$ cat config.mk
export PLATFORM = sky130hd
export DESIGN_NAME = pc_gen_flat
export DESIGN_NICKNAME = d
export VERILOG_FILES = /design/src/rtl/pc_gen_pkg.sv /design/src/rtl/pc_gen_if.sv /design/src/rtl/pc_gen.sv /design/src/flat_wrapper.sv
export SDC_FILE = /design/constraint.sdc
export NUM_CORES = 1
export LEC_CHECK = 0
export ABC_AREA = 1
export BUFFER_PORTS_ARGS = -buffer_cell sky130_fd_sc_hd__buf_2
export CORE_MARGIN = 3
export CORE_UTILIZATION = 50
export DETAILED_ROUTE_END_ITERATION = 10
export PLACE_DENSITY = 0.84
export SLEW_MARGIN = 20
export SYNTH_ARGS = -nofsm -noshare
export SYNTH_HDL_FRONTEND = slang
export SYNTH_SLANG_ARGS = --single-unit
$ cat constraint.sdc
create_clock -name clk -period 3.7 [get_ports clk]
set_input_delay 0.37 -clock clk [delete_from_list [all_inputs] [get_ports clk]]
set_output_delay 0.37 -clock clk [all_outputs]
set_load 0.005 [all_outputs]
$ cat src/rtl/pc_gen_pkg.sv
// Shared CPU definitions used by the fetch-stage PC generator and its bench.
// Holds the datapath width, the reset vector and the PC sequencer state encoding.
package pc_gen_pkg;

    localparam int unsigned CPU_XLEN = 32;
    localparam logic [CPU_XLEN-1:0] CPU_RESET_PC = 32'h0000_0000;

    typedef enum logic [1:0] {
        ST_BOOT = 2'd0,
        ST_RUN  = 2'd1,
        ST_HOLD = 2'd2
    } pc_state_e;

endpackage

$ cat src/rtl/pc_gen_if.sv
// Fetch-control bundle between the IF stage (master) and the PC generator (slave).
// Signal names keep their direction as seen from the PC generator.
interface pc_gen_if #(
    parameter int unsigned XLEN = pc_gen_pkg::CPU_XLEN
) ();

    logic            stall_i;
    logic            redirect_i;
    logic [XLEN-1:0] redirect_pc_i;
    logic [XLEN-1:0] pc4_i;
    logic [XLEN-1:0] pc_o;
    logic            pc_valid_o;
    logic            flush_o;
    logic            pend_o;
    logic            misalign_o;

    modport master (
        output stall_i, redirect_i, redirect_pc_i, pc4_i,
        input  pc_o, pc_valid_o, flush_o, pend_o, misalign_o
    );

    modport slave (
        input  stall_i, redirect_i, redirect_pc_i, pc4_i,
        output pc_o, pc_valid_o, flush_o, pend_o, misalign_o
    );

endinterface

$ cat src/rtl/pc_gen.sv
// Fetch-stage program counter: selects sequential, redirect or held PC each cycle,
// and parks a redirect that lands during a stall until fetch can take it.
module pc_gen
    import pc_gen_pkg::*;
#(
    parameter int unsigned     XLEN     = CPU_XLEN,
    parameter logic [XLEN-1:0] RESET_PC = CPU_RESET_PC
) (
    input logic       clk,
    input logic       rst_n,
    pc_gen_if.slave   bus
);

    pc_state_e       state_q, state_d;
    logic [XLEN-1:0] pc_q, pc_d;
    logic [XLEN-1:0] pend_q, pend_d;
    logic            flush_q, flush_d;
    logic            misalign_q, misalign_d;
    logic [XLEN-1:0] target;

    // A live redirect always beats the parked one, so the youngest target wins.
    assign target = bus.redirect_i ? bus.redirect_pc_i : pend_q;

    always_comb begin
        // NOTE: every output of this block gets a default first, so no branch can infer a latch.
        state_d    = state_q;
        pc_d       = pc_q;
        pend_d     = pend_q;
        flush_d    = 1'b0;
        misalign_d = 1'b0;

        case (state_q)
            ST_BOOT: begin
                state_d = ST_RUN;
            end

            ST_RUN: begin
                if (bus.redirect_i && !bus.stall_i) begin
                    pc_d       = {target[XLEN-1:2], 2'b00};
                    flush_d    = 1'b1;
                    misalign_d = |target[1:0];
                end else if (bus.redirect_i) begin
                    pend_d  = bus.redirect_pc_i;
                    state_d = ST_HOLD;
                end else if (!bus.stall_i) begin
                    pc_d = bus.pc4_i;
                end
            end

            ST_HOLD: begin
                if (bus.stall_i) begin
                    if (bus.redirect_i) begin
                        pend_d = bus.redirect_pc_i;
                    end
                end else begin
                    pc_d       = {target[XLEN-1:2], 2'b00};
                    flush_d    = 1'b1;
                    misalign_d = |target[1:0];
                    state_d    = ST_RUN;
                end
            end

            default: begin
                state_d = ST_BOOT;
            end
        endcase
    end

    always_ff @(posedge clk or negedge rst_n) begin
        if (!rst_n) begin
            state_q    <= ST_BOOT;
            pc_q       <= RESET_PC;
            pend_q     <= '0;
            flush_q    <= 1'b0;
            misalign_q <= 1'b0;
        end else begin
            // NOTE: non-blocking updates keep every register sampling pre-edge values.
            state_q    <= state_d;
            pc_q       <= pc_d;
            pend_q     <= pend_d;
            flush_q    <= flush_d;
            misalign_q <= misalign_d;
        end
    end

    assign bus.pc_o       = pc_q;
    assign bus.pc_valid_o = (state_q != ST_BOOT);
    assign bus.pend_o     = (state_q == ST_HOLD);
    assign bus.flush_o    = flush_q;
    assign bus.misalign_o = misalign_q;

endmodule
$ cat src/flat_wrapper.sv
// flat-port wrapper written by rule: the top's interface ports become plain ports
module pc_gen_flat import pc_gen_pkg::*;
#(
    parameter int unsigned     XLEN     = CPU_XLEN,
    parameter logic [XLEN-1:0] RESET_PC = CPU_RESET_PC
)
  (clk, rst_n, bus_stall_i, bus_redirect_i, bus_redirect_pc_i, bus_pc4_i, bus_pc_o, bus_pc_valid_o, bus_flush_o, bus_pend_o, bus_misalign_o);
  pc_gen_if #(.XLEN(XLEN)) bus_i ();
  input logic clk;
  input logic rst_n;
  input wire logic [$bits(bus_i.stall_i)-1:0] bus_stall_i;
  input wire logic [$bits(bus_i.redirect_i)-1:0] bus_redirect_i;
  input wire logic [$bits(bus_i.redirect_pc_i)-1:0] bus_redirect_pc_i;
  input wire logic [$bits(bus_i.pc4_i)-1:0] bus_pc4_i;
  output wire logic [$bits(bus_i.pc_o)-1:0] bus_pc_o;
  output wire logic [$bits(bus_i.pc_valid_o)-1:0] bus_pc_valid_o;
  output wire logic [$bits(bus_i.flush_o)-1:0] bus_flush_o;
  output wire logic [$bits(bus_i.pend_o)-1:0] bus_pend_o;
  output wire logic [$bits(bus_i.misalign_o)-1:0] bus_misalign_o;
  assign bus_i.stall_i = bus_stall_i;
  assign bus_i.redirect_i = bus_redirect_i;
  assign bus_i.redirect_pc_i = bus_redirect_pc_i;
  assign bus_i.pc4_i = bus_pc4_i;
  assign bus_pc_o = bus_i.pc_o;
  assign bus_pc_valid_o = bus_i.pc_valid_o;
  assign bus_flush_o = bus_i.flush_o;
  assign bus_pend_o = bus_i.pend_o;
  assign bus_misalign_o = bus_i.misalign_o;
  pc_gen #(.XLEN(XLEN), .RESET_PC(RESET_PC)) u_core (.clk(clk), .rst_n(rst_n), .bus(bus_i));
endmodule
[After elaboration in Yosys (flattened, before gate mapping)]
Index checks and enable logic that the tools add are counted.
Storage, ports and cells
  logic and storage cells: 41
  output and inout port bits: 36
  flip-flop bits (word level): 68
Operators by class
  reductions and logical operators: 9
  equality and inequality tests: 8
  muxes and demuxes: 19
Operators with widths (count)
  two-way mux 32 bit: 7
  case mux 32 bit (2 select lines): 2
  != test 2 bit, second input constant: 4
  two-way mux 2 bit: 3
  != test 3 x 2 -> 1 bit, second input constant: 2
  case mux 2 bit (3 select lines): 1
  AND reduction 3 bit: 2
  two-way mux 1 bit: 4
  case mux 1 bit (2 select lines): 2
  AND reduction 4 bit: 1
  nonzero test 2 bit: 2
  == test 2 x 1 -> 1 bit, second input constant: 1
  == test 2 bit, second input constant: 1
  logical NOT 2 bit: 1
  OR reduction 2 bit: 1
  logical AND 1 bit: 1
  logical NOT 1 bit: 1

[Logic depth before layout (Yosys ltp)]
Gate-level depths: netlist of run 1.
  depth in word-level cells: 4
  mapped depth: 8
  depth with buffers taken out: 7

[Worst setup path after synthesis of run 1]
OpenSTA, ideal clock, no wires.
  path kind: reg2reg
  from: register u_core.state_q[0]
  to: register u_core.pc_q[18] (netlist: u_core.bus.pc_o[18])
  clock period less this slack: 1.440 ns
  setup slack: 2.260 ns
  arrival time: 1.323 ns
  required time: 3.582 ns
  cell stages (with the launch flop): 8
  buffers on the path: 1
  path through: dfrtp_1 -> inv_1 -> ha_1 -> inv_1 -> clkbuf_1 -> nand3_1 -> nand3_1 -> nand2_1
On the way
  longest elaborated chain between the ends: 3
  elaborated cells on any way between the ends: 8
Ends and longest elaborated chain
  start: declaration: RTL line pc_gen.sv:14  | pc_state_e state_q, state_d;
  start signal: assignment: RTL line pc_gen.sv:78  | state_q <= state_d;
  == test 2 bit (*)
  via bus_pend_o: RTL line flat_wrapper.sv:18  | output wire logic [$bits(bus_i.pend_o)-1:0] bus_pend_o;
  != test 2 bit (no source line) or nonzero test 2 bit (tied branches)
  AND reduction 4 bit (no source line)
  end signal: assignment: RTL line pc_gen.sv:79  | pc_q <= pc_d;
  end: declaration: RTL line pc_gen.sv:15  | logic [XLEN-1:0] pc_q, pc_d;
The timed path passes the listed nets; every way through them passes the cells marked *.
A chain may end at the register's enable or synchronous reset.

[Final worst setup path of run 1]
  from: register u_core.state_q[0]
  to: register u_core.pend_q[18]
On the way
  longest elaborated chain between the ends: 3
  elaborated cells on any way between the ends: 7
Ends and longest elaborated chain
  == test 2 bit or == test 2 x 1 -> 1 bit (tied branches): RTL line pc_gen.sv:32  | case (state_q)
  != test 2 bit (no source line) or nonzero test 2 bit (tied branches)
  AND reduction 3 bit (no source line)
  end signal: assignment: RTL line pc_gen.sv:80  | pend_q <= pend_d;
  end: declaration: RTL line pc_gen.sv:16  | logic [XLEN-1:0] pend_q, pend_d;
Parallel ways exist; a longest one is shown, timed or not.

==> results of run 1 <==
cell families after synthesis:
family,share of synthesized area [%]
AO/OA/AOI/OAI,0.325
flip-flops,40.2
adder cells (fa/ha/maj),1.18
buffers and inverters,13.6
AND/OR/NAND/NOR,44.6
metal layers:
layer / up-vias / wire length, um
met5: - / 0
met4: 0 / 187
li1: 2173 / -
met2: 182 / 5330
met1: 1986 / 4810
met3: 17 / 824
registers in the layout, indices dropped and copies added (netlist names):
signal	count
u_core.bus.pc_o	32
u_core.pend_q	32
u_core.state_q	2
u_core.bus.flush_o	1
u_core.bus.misalign_o	1
worst reg2reg max path, cell delays in order, from the launching register on:
cell and delay [ns]:
dfrtp_1 0.39, inv_1 0.08, ha_1 0.26, nand2_2 0.51, nand3_2 0.64, nand2_1 0.28, nand2_1 0.09
worst max-delay path by stage:
stage | start | end | cells after the start
2_1_floorplan | u_core.state_q[0] | u_core.bus.pc_o[18] | 7
3_3_place_gp | bus_redirect_i | u_core.pend_q[14] | 7
3_5_place_dp | bus_redirect_i | u_core.pend_q[20] | 7
4_1_cts | u_core.state_q[0] | u_core.pend_q[18] | 6
5_1_grt | u_core.state_q[0] | u_core.pend_q[18] | 6
6_report | u_core.state_q[0] | u_core.pend_q[18] | 6
layout make-up:
cell class	count	area share, %
Multi-Input combinational cell	462	39.4
Clock buffer	11	2.65
Clock inverter	5	2.02
Timing Repair Buffer	110	11.5
Sequential cell	68	34.3
Inverter	99	7.50
Tap cell	102	2.58
power groups by stage:
stage | clock network, uW | logic (uW) | registers, uW
after global placement | 0 | 1560 | 1310
after CTS | 735 | 1660 | 1310
after detailed placement | 0 | 1640 | 1320
final | 732 | 1650 | 1310
after floorplan | 0 | 1170 | 1300
after global routing | 771 | 1900 | 1360
metrics by stage:
step	worst slack [ns]	cell area, sq um	instances	power [uW]
after global placement	1.42	4720	841	2880
after detailed placement	1.36	4720	841	2960
after floorplan	2.26	4230	670	2470
final	1.33	4960	857	3700
after CTS	1.36	4950	857	3700
after global routing	1.10	4960	857	4030
layout by cell type, fill, tap and decap left out, types with 3 or more instances in the layout:
| master | count |
|---|---|
| dfrtp_1 | 68 |
| clkbuf_8 | 9 |
| bufinv_16 | 3 |
| nand2_1 | 354 |
| nand4_1 | 32 |
| inv_1 | 97 |
| nand3_1 | 64 |
| buf_4 | 8 |
| ha_1 | 4 |
| buf_2 | 102 |
==> flow_metrics.py, run 1 <==
metrics = {
    "run_status": {
        "status": "finished, final reports clean",
    },
    "grt": {
        "antenna_found_initial": 0,
        "grt_pass1_vias": 4101,
        "use_met3_pct": 4.07,
        "grt_max_degree": 69,
        "overflow": 0,
        "grt_use_met1_pct": 32.0,
        "grt_use_met2_pct": 40.1,
        "gr-max-usage-layer": "met2",
        "grt_pass1_wl_um": 19100,
        "track_usage_pct": 24.0,
    },
    "worst_setup_path": {
        "r2r_setup_slack_ns": 1.33,
        "cpPeakStageDelay_ns": 0.63,
        "required_ns": 3.92,
        "crit_chain": "inv_1 -> ha_1 -> nand2_2 -> nand3_2 -> nand2_1 -> nand2_1",
        "rr_startpoint": "u_core.state_q[0]",
        "path_buf_inv": 1,
        "reg2reg_to": "u_core.pend_q[18]",
        "critPathTopFamily": "simple AND/OR/NAND/NOR gates",
        "crit_arrival_ns": 2.59,
        "cp_max_fo": 34,
        "crit_path_end_kind": "flip-flop",
        "ff2ff_path_depth": 6,
        "start_kind": "flip-flop",
        "path_common_cell": "nand2_1",
        "slowest_stage": "nand3_2",
        "critPathKind": "reg -> reg",
    },
    "power": {
        "p_clk_share_pct": 19.8,
        "p_sw_share_pct": 42.3,
        "p_int_uw": 2130,
        "power_density_nw_per_um2": 747,
        "seqPwrFrac_pct": 35.5,
        "p_leak_uw": 0.00318,
        "combPwrFrac_pct": 44.7,
        "power.switching_uw": 1570,
        "irDropWorstVdd_mv": 0.879,
    },
    "sta": {
        "fin_crit_ns": 2.37,
        "drv_slew": 0,
        "rsz0062_at_grt": "no",
        "relSlewSlack_pct": 27.1,
        "hold_violations": 0,
        "fmaxAchievable_mhz": 422,
        "setup_viol": 0,
        "tns_ns": 0,
        "clock_skew_ns": 0.0162,
        "whs_ns": 0.117,
        "tightest_slew_ns": 1.09,
        "fin_crit_sh_pct": 64.1,
    },
    "yosys": {
        "ys_types": 16,
        "synthFlopType": "dfrtp_1",
        "yosysMostFrequentCell": "nand2_1",
        "syn_area_sq_um": 4230,
        "syn-num-nets": 742,
        "synth-edff-count": 0,
        "yosys-top-cells-count": "nand2_1 (355), inv_1 (97), dfrtp_1 (68)",
        "synth_cells": 670,
        "ys_async_sr_fraction_pct": 100,
        "yosysWarnings": 0,
        "yosysTopAreaCellShare_pct": 40.2,
        "synth_seq_area_share_pct": 40.2,
        "yosysTopAreaCell": "dfrtp_1",
        "syn_area_per_cell_sq_um": 6.31,
        "synthTopCellsByArea": "dfrtp_1 (40%), nand2_1 (32%), inv_1 (8.6%)",
        "synth.ff_latch_count": 68,
    },
    "cts": {
        "clock-sinks": 68,
        "numCtsBuffers": 9,
        "clockBufferDepth": 2,
        "hold_buffers": 0,
        "cts-root-buf": "clkbuf_8",
        "insertion_delay_ns": 0.34,
        "h-tree-depth": 3,
        "post_cts_buffers": 0,
        "cts_resized": 0,
        "cts_tree": "done",
        "path_clk_slew_ns": 0.08,
    },
    "worst_hold_path": {
        "hold_class": "in -> async",
    },
    "route": {
        "final_antenna_net_count": 0,
        "via_per_inst": 5.09,
        "dr.pass1.iters": 5,
        "wire_per_inst_um": 13.0,
        "drtIter0Drc": 345,
        "route.detailed.drc": 0,
        "routed_wl_um": 11200,
        "vias": 4358,
    },
    "final_layout": {
        "syn_to_final_growth_pct": 17.2,
        "fin_util_pct": 62.2,
        "n_antenna_cell": 0,
        "area.sequential_sq_um": 1700,
        "final_nets": 822,
        "n_fill_cell": 771,
        "final_layout_size_suffix_gt1_share_pct": 17.4,
        "multi_input_area_sq_um": 1950,
    },
    "die": {
        "start_util_pct": 53.1,
        "core_sq_um": 7970,
        "die_w_um": 98.0,
        "rows": 32,
        "pin_count": 104,
        "dieArea_sq_um": 9600,
        "fp.dieH_um": 98.0,
    },
    "placement": {
        "dp_hpwl_um": 7360,
        "portBuffers": 103,
        "place.gp.congestion": 0.841,
    },
    "flow_run": {
        "maxCapViolations": 0,
    },
}
Power figures use the tool's default switching activity.
==> run 2: changes to the inputs <==
ABC_AREA = 0   (was 1)
PLACE_DENSITY = 0.86   (was 0.84)
clock period = 2.2 ns   (was 3.7 ns; I/O delays follow)
==> flow_metrics.py, run 2 <==
metrics = {
    "worst_setup_path": {
        "start_kind": "flip-flop",
        "required_ns": 2.43,
        "critPathKind": "reg -> reg",
        "crit_chain": "inv_1 -> ha_1 -> o21bai_4 -> buf_4 -> a21oi_1 -> a22o_1",
        "cp_max_fo": 60,
        "cpPeakStageDelay_ns": 0.49,
        "path_buf_inv": 2,
        "crit_arrival_ns": 2.22,
        "slowest_stage": "buf_4",
        "crit_path_end_kind": "flip-flop",
        "critPathTopFamily": "buffers and inverters",
    },
    "sta": {
        "setup_viol": 0,
        "relSlewSlack_pct": 61.7,
        "drv_slew": 0,
        "fin_crit_sh_pct": 90.6,
        "tightest_slew_ns": 0.574,
        "tns_ns": 0,
        "clock_skew_ns": 0.00884,
        "fin_crit_ns": 1.99,
        "fmaxAchievable_mhz": 502,
        "rsz0062_at_grt": "no",
        "setup_ws_ns": 0.207,
        "hold_violations": 0,
    },
    "route": {
        "vias": 2823,
        "route.detailed.drc": 0,
        "wire_per_inst_um": 17.1,
        "wl_met2_um": 4460,
        "drt-met1-wl_um": 3720,
        "top_layer_used": "met4",
        "drtIter0Drc": 160,
        "final_antenna_net_count": 0,
        "routed_wl_um": 8740,
        "via_per_inst": 5.51,
        "dr_wl_met3_um": 435,
        "dr.pass1.iters": 4,
    },
    "cts": {
        "clockBufferDepth": 2,
        "numCtsBuffers": 9,
        "cts_tree": "done",
        "insertion_delay_ns": 0.35,
        "post_cts_buffers": 0,
        "h-tree-depth": 3,
        "path_clk_slew_ns": 0.07,
        "cts-root-buf": "clkbuf_8",
        "clock-sinks": 68,
    },
    "yosys": {
        "synth_top_family_by_area": "multiplexers",
        "synthAdderAreaFrac_pct": 1.42,
        "yosysMostFrequentCell": "dfrtp_1",
        "syn-num-nets": 387,
        "synth_compound_area_share_pct": 17.0,
        "synth.ff_latch_count": 68,
        "yosys-top-cells-count": "dfrtp_1 (68), a21oi_1 (31), mux2_1 (25)",
        "synthFlopType": "dfrtp_1",
        "yosysWarnings": 0,
        "synthTopCellsByArea": "dfrtp_1 (48%), mux2_1 (8.0%), mux2i_1 (4.8%)",
        "synthMuxAreaShare_pct": 20.3,
        "yosysTopAreaCellShare_pct": 48.4,
        "yosysTopAreaCell": "dfrtp_1",
        "ys_async_sr_fraction_pct": 100,
        "syn_area_sq_um": 3520,
        "ys_types": 32,
        "synth_seq_area_share_pct": 48.4,
        "synth-edff-count": 0,
        "syn_area_per_cell_sq_um": 11.2,
        "synth_xor_area_share_pct": 0,
        "synth-simple-area-share_pct": 7.40,
        "synth_cells": 315,
    },
    "final_layout": {
        "n_antenna_cell": 0,
        "layout_common_cells": "buf_2 (103), dfrtp_1 (68), a21oi_1 (31)",
        "final_common_cell": "buf_2",
        "final_layout_size_suffix_gt1_share_pct": 37.5,
        "finalInstanceArea_sq_um": 4340,
        "final_nets": 486,
        "syn_to_final_growth_pct": 23.4,
    },
    "grt": {
        "overflow": 0,
        "grt_max_degree": 61,
        "antenna_found_initial": 0,
        "grt_pass1_vias": 2948,
        "track_usage_pct": 22.3,
        "grt_pass1_wl_um": 14500,
    },
    "power": {
        "power_density_nw_per_um2": 1410,
        "irDropWorstVdd_mv": 0.583,
        "seqPwrFrac_pct": 36.7,
        "power.switching_uw": 2100,
        "p_leak_uw": 0.00210,
        "p_sw_share_pct": 34.2,
        "finalPower_uw": 6130,
        "p_clk_share_pct": 21.4,
        "combPwrFrac_pct": 41.9,
        "p_int_uw": 4030,
    },
    "die": {
        "start_util_pct": 53.6,
        "pin_count": 104,
        "fp.dieH_um": 89.9,
        "core_sq_um": 6570,
        "dieArea_sq_um": 8080,
        "die_w_um": 89.9,
        "rows": 29,
    },
    "placement": {
        "dp_hpwl_um": 6140,
        "place.gp.congestion": 0.807,
        "portBuffers": 103,
        "detailed_place.area_sq_um": 4070,
        "pre_cts_ws_ns": 0.289,
    },
    "run_status": {
        "status": "finished, final reports clean",
    },
    "flow_run": {
        "maxCapViolations": 0,
    },
    "worst_hold_path": {
        "hold_class": "in -> reg",
    },
}
run 2: changes by cell type after synthesis, sizes merged, moves of 16 or more:
cell / before / now
a21oi: 0 / 31
nor2: 2 / 18
nand3: 66 / 0
o21ai: 2 / 20
buf: 29 / 13
nand2: 356 / 16
a22o: 0 / 17
nand4: 32 / 0
mux2: 0 / 45
inv: 99 / 5
mux2i: 0 / 17
run 2: cells by family (layout without fill, tap and decap cells):
| family | after synthesis | count (layout) |
|---|---|---|
| simple gates | 56 | 56 |
| flops | 68 | 68 |
| mux | 62 | 62 |
| fa+ha+maj | 4 | 4 |
| buf+inv | 33 | 137 |
| compound gates | 92 | 92 |
run 2: path summary, 6_finish.rpt:
kind	slack (ns)	endpoint	start	depth (start not counted)
worst max-delay path	0.21	u_core.bus.pc_o[7]	u_core.state_q[1]	6
worst min-delay path	0.12	u_core.pend_q[1]	bus_redirect_pc_i[1]	2
worst max register to register	0.21	u_core.bus.pc_o[7]	u_core.state_q[1]	6
worst min register to register	0.48	u_core.bus.pc_o[23]	u_core.bus.pc_o[23]	2
max in group asynchronous	1.06	u_core.bus.pc_o[0]	rst_n	3
min in group asynchronous	0.39	u_core.pend_q[25]	rst_n	2
run 2: cell type report:
cell class	instances	area, sq um
Clock buffer	11	151
Tap cell	93	116
Clock inverter	5	108
Timing Repair Buffer	116	616
Multi-Input combinational cell	214	1630
Inverter	5	18.8
Fill cell	491	2230
Sequential cell	68	1700
run 2: power groups by stage:
stage                     Combinational [uW]  Clock [uW]  Sequential (uW)
after global routing                    2840        1390             2310
final                                   2570        1310             2250
after global placement                  2460           0             2220
after detailed placement                2580           0             2250
after floorplan                         1880           0             2200
after CTS                               2600        1330             2240
run 2: worst register-to-register path, cell delays in order, from the launching register on:
cell	delay (ns)
dfrtp_1	0.43
inv_1	0.11
ha_1	0.30
o21bai_4	0.16
buf_4	0.49
a21oi_1	0.16
a22o_1	0.24
run 2: per-layer routing:
layer | global-route usage, % | up-vias
li1 | - | 1345
met1 | 28.6 | 1377
met2 | 37.3 | 92
met3 | 5.34 | 9
met4 | 7.53 | 0
met5 | 0 | -
run 2: through the flow:
stage / hold WS, ns / std cells / util (%)
floorplan: -0.0756 / 315 / -
global placement: 0.242 / 495 / 62.0
detailed placement: 0.242 / 495 / 62.0
CTS: 0.105 / 512 / 66.1
global route: 0.101 / 512 / 66.1
finish: 0.115 / 512 / 66.1
run 2: timing repair:
item / CTS / global route
endpoints found under the hold margin: 24 / 0
hold buffers: 1 / 0
gates resized for setup: 0 / 0
==> run 3: changes to the inputs <==
CORE_UTILIZATION = 35   (was 50)
PLACE_DENSITY = 0.66   (was 0.86)
==> flow_metrics.py, run 3 (synthesis gave the netlist of run 2 again) <==
metrics = {
    "run_status": {
        "status": "finished, final reports clean",
    },
    "sta": {
        "relSlewSlack_pct": 69.4,
        "hold_violations": 0,
        "tns_ns": 0,
        "rsz0062_at_grt": "no",
        "fmaxAchievable_mhz": 532,
        "fin_crit_ns": 1.88,
        "setup_viol": 0,
        "whs_ns": 0.118,
        "setup_ws_ns": 0.322,
        "tightest_slew_ns": 0.459,
        "fin_crit_sh_pct": 85.4,
        "drv_slew": 0,
        "clock_skew_ns": 0.0108,
    },
    "cts": {
        "cts_tree": "done",
        "cts-root-buf": "clkbuf_8",
        "cts_resized": 0,
        "clock-sinks": 68,
        "post_cts_buffers": 0,
        "insertion_delay_ns": 0.34,
        "numCtsBuffers": 9,
        "h-tree-depth": 3,
        "clockBufferDepth": 2,
        "path_clk_slew_ns": 0.07,
    },
    "worst_setup_path": {
        "rr_startpoint": "u_core.state_q[1]",
        "crit_chain": "inv_1 -> ha_1 -> o21bai_4 -> and3_4 -> mux2_1",
        "crit_path_end_kind": "flip-flop",
        "slowest_stage": "dfrtp_1",
        "path_buf_inv": 1,
        "ff2ff_path_depth": 5,
        "endpoint": "u_core.pend_q[2]",
        "start_kind": "flip-flop",
        "required_ns": 2.41,
        "path_depth": 5,
        "crit_start": "u_core.state_q[1]",
        "crit_arrival_ns": 2.09,
        "cp_max_fo": 19,
        "r2r_setup_slack_ns": 0.32,
        "critPathKind": "reg -> reg",
        "critPathTopFamily": "flip-flops",
        "cpPeakStageDelay_ns": 0.42,
        "reg2reg_to": "u_core.pend_q[2]",
    },
    "final_layout": {
        "final_common_cell": "buf_2",
        "syn_to_final_growth_pct": 23.0,
        "layout_common_cells": "buf_2 (103), dfrtp_1 (68), a21oi_1 (31)",
        "n_antenna_cell": 0,
        "final_layout_size_suffix_gt1_share_pct": 37.6,
        "final_nets": 490,
    },
    "die": {
        "die_w_um": 106,
        "pin_count": 104,
        "dieArea_sq_um": 11300,
        "rows": 35,
        "start_util_pct": 37.0,
        "core_sq_um": 9500,
        "fp.dieH_um": 106,
    },
    "route": {
        "via_per_inst": 5.10,
        "dr.pass1.iters": 6,
        "routed_wl_um": 8990,
        "wire_per_inst_um": 16.3,
        "route.detailed.drc": 0,
        "vias": 2814,
        "drtIter0Drc": 132,
        "final_antenna_net_count": 0,
    },
    "grt": {
        "grt_max_degree": 36,
        "antenna_found_initial": 0,
        "grt_pass1_wl_um": 14400,
        "grt_pass1_vias": 2920,
        "track_usage_pct": 15.9,
        "overflow": 0,
    },
    "placement": {
        "portBuffers": 103,
        "place.gp.congestion": 0.792,
        "dp_hpwl_um": 6570,
        "pre_cts_ws_ns": 0.324,
    },
    "power": {
        "power_density_nw_per_um2": 1320,
        "irDropWorstVdd_mv": 0.484,
        "p_leak_uw": 0.00207,
    },
    "worst_hold_path": {
        "hold_class": "in -> reg",
    },
    "flow_run": {
        "maxCapViolations": 0,
    },
}
run 3: cell types whose count changed in the layout (fill, tap and decap cells not counted):
cell        before  now
buf_4           12   16
bufinv_16        3    0
clkbuf_1         0    2
clkinv_2         0    2
clkinv_4         2    0
clkinvlp_4       0    2
clkbuf_8        11   10
run 3: where the power goes:
group	total, uW	switching, uW	internal (uW)
logic	2600	1240	1360
registers	2230	345	1890
clock network	898	461	437
total	5730	2050	3680
run 3: timing repair:
item	4_1_cts	5_1_grt
endpoints found under the hold margin	68	0
hold buffers	1	0
setup endpoints to repair	0	0
run 3: metal layers:
layer | share of wire, % | vias to the layer above | track usage [%] | wire length (um)
met5 | 0 | - | 0 | 0
met4 | 1.9 | 0 | 7.31 | 173
met3 | 4.7 | 14 | 3.04 | 422
met2 | 50 | 74 | 25.7 | 4450
met1 | 44 | 1377 | 20.7 | 3940
li1 | - | 1349 | - | -
run 3: cell type report:
type                            instances  area, sq um
Sequential cell                        68         1700
Inverter                                5         18.8
Timing Repair Buffer                  120          646
Multi-Input combinational cell        214         1630
Clock inverter                          4         25.0
Tap cell                              129          161
Fill cell                             926         5180
Clock buffer                           12          145
run 3: worst min-delay path by stage:
| stage | startpoint | to | slack, ns | depth (start not counted) |
|---|---|---|---|---|
| 3_5_place_dp | rst_n | u_core.bus.pc_o[23] | 0.29 | 2 |
| 4_1_cts | bus_redirect_pc_i[5] | u_core.pend_q[5] | 0.11 | 2 |
| 2_1_floorplan | rst_n | u_core.bus.flush_o | -0.08 | 0 |
| 5_1_grt | bus_redirect_pc_i[7] | u_core.pend_q[7] | 0.10 | 2 |
| 6_report | bus_redirect_pc_i[5] | u_core.pend_q[5] | 0.12 | 2 |
| 3_3_place_gp | rst_n | u_core.bus.pc_o[23] | 0.29 | 2 |
run 3: per-stage QoR:
step,util (%),instance area [sq um],power (uW),std cells
final,45.5,4330,5730,552
after detailed placement,43.6,4150,4870,535
after CTS,45.5,4330,5790,552
after global routing,45.5,4330,6150,552
after global placement,43.6,4150,4760,535
after floorplan,-,3520,4080,315
run 3: worst reg2reg max path, stage by stage, from the launching register on:
cell,delay [ns]
dfrtp_1,0.42
inv_1,0.10
ha_1,0.29
o21bai_4,0.16
and3_4,0.42
mux2_1,0.37
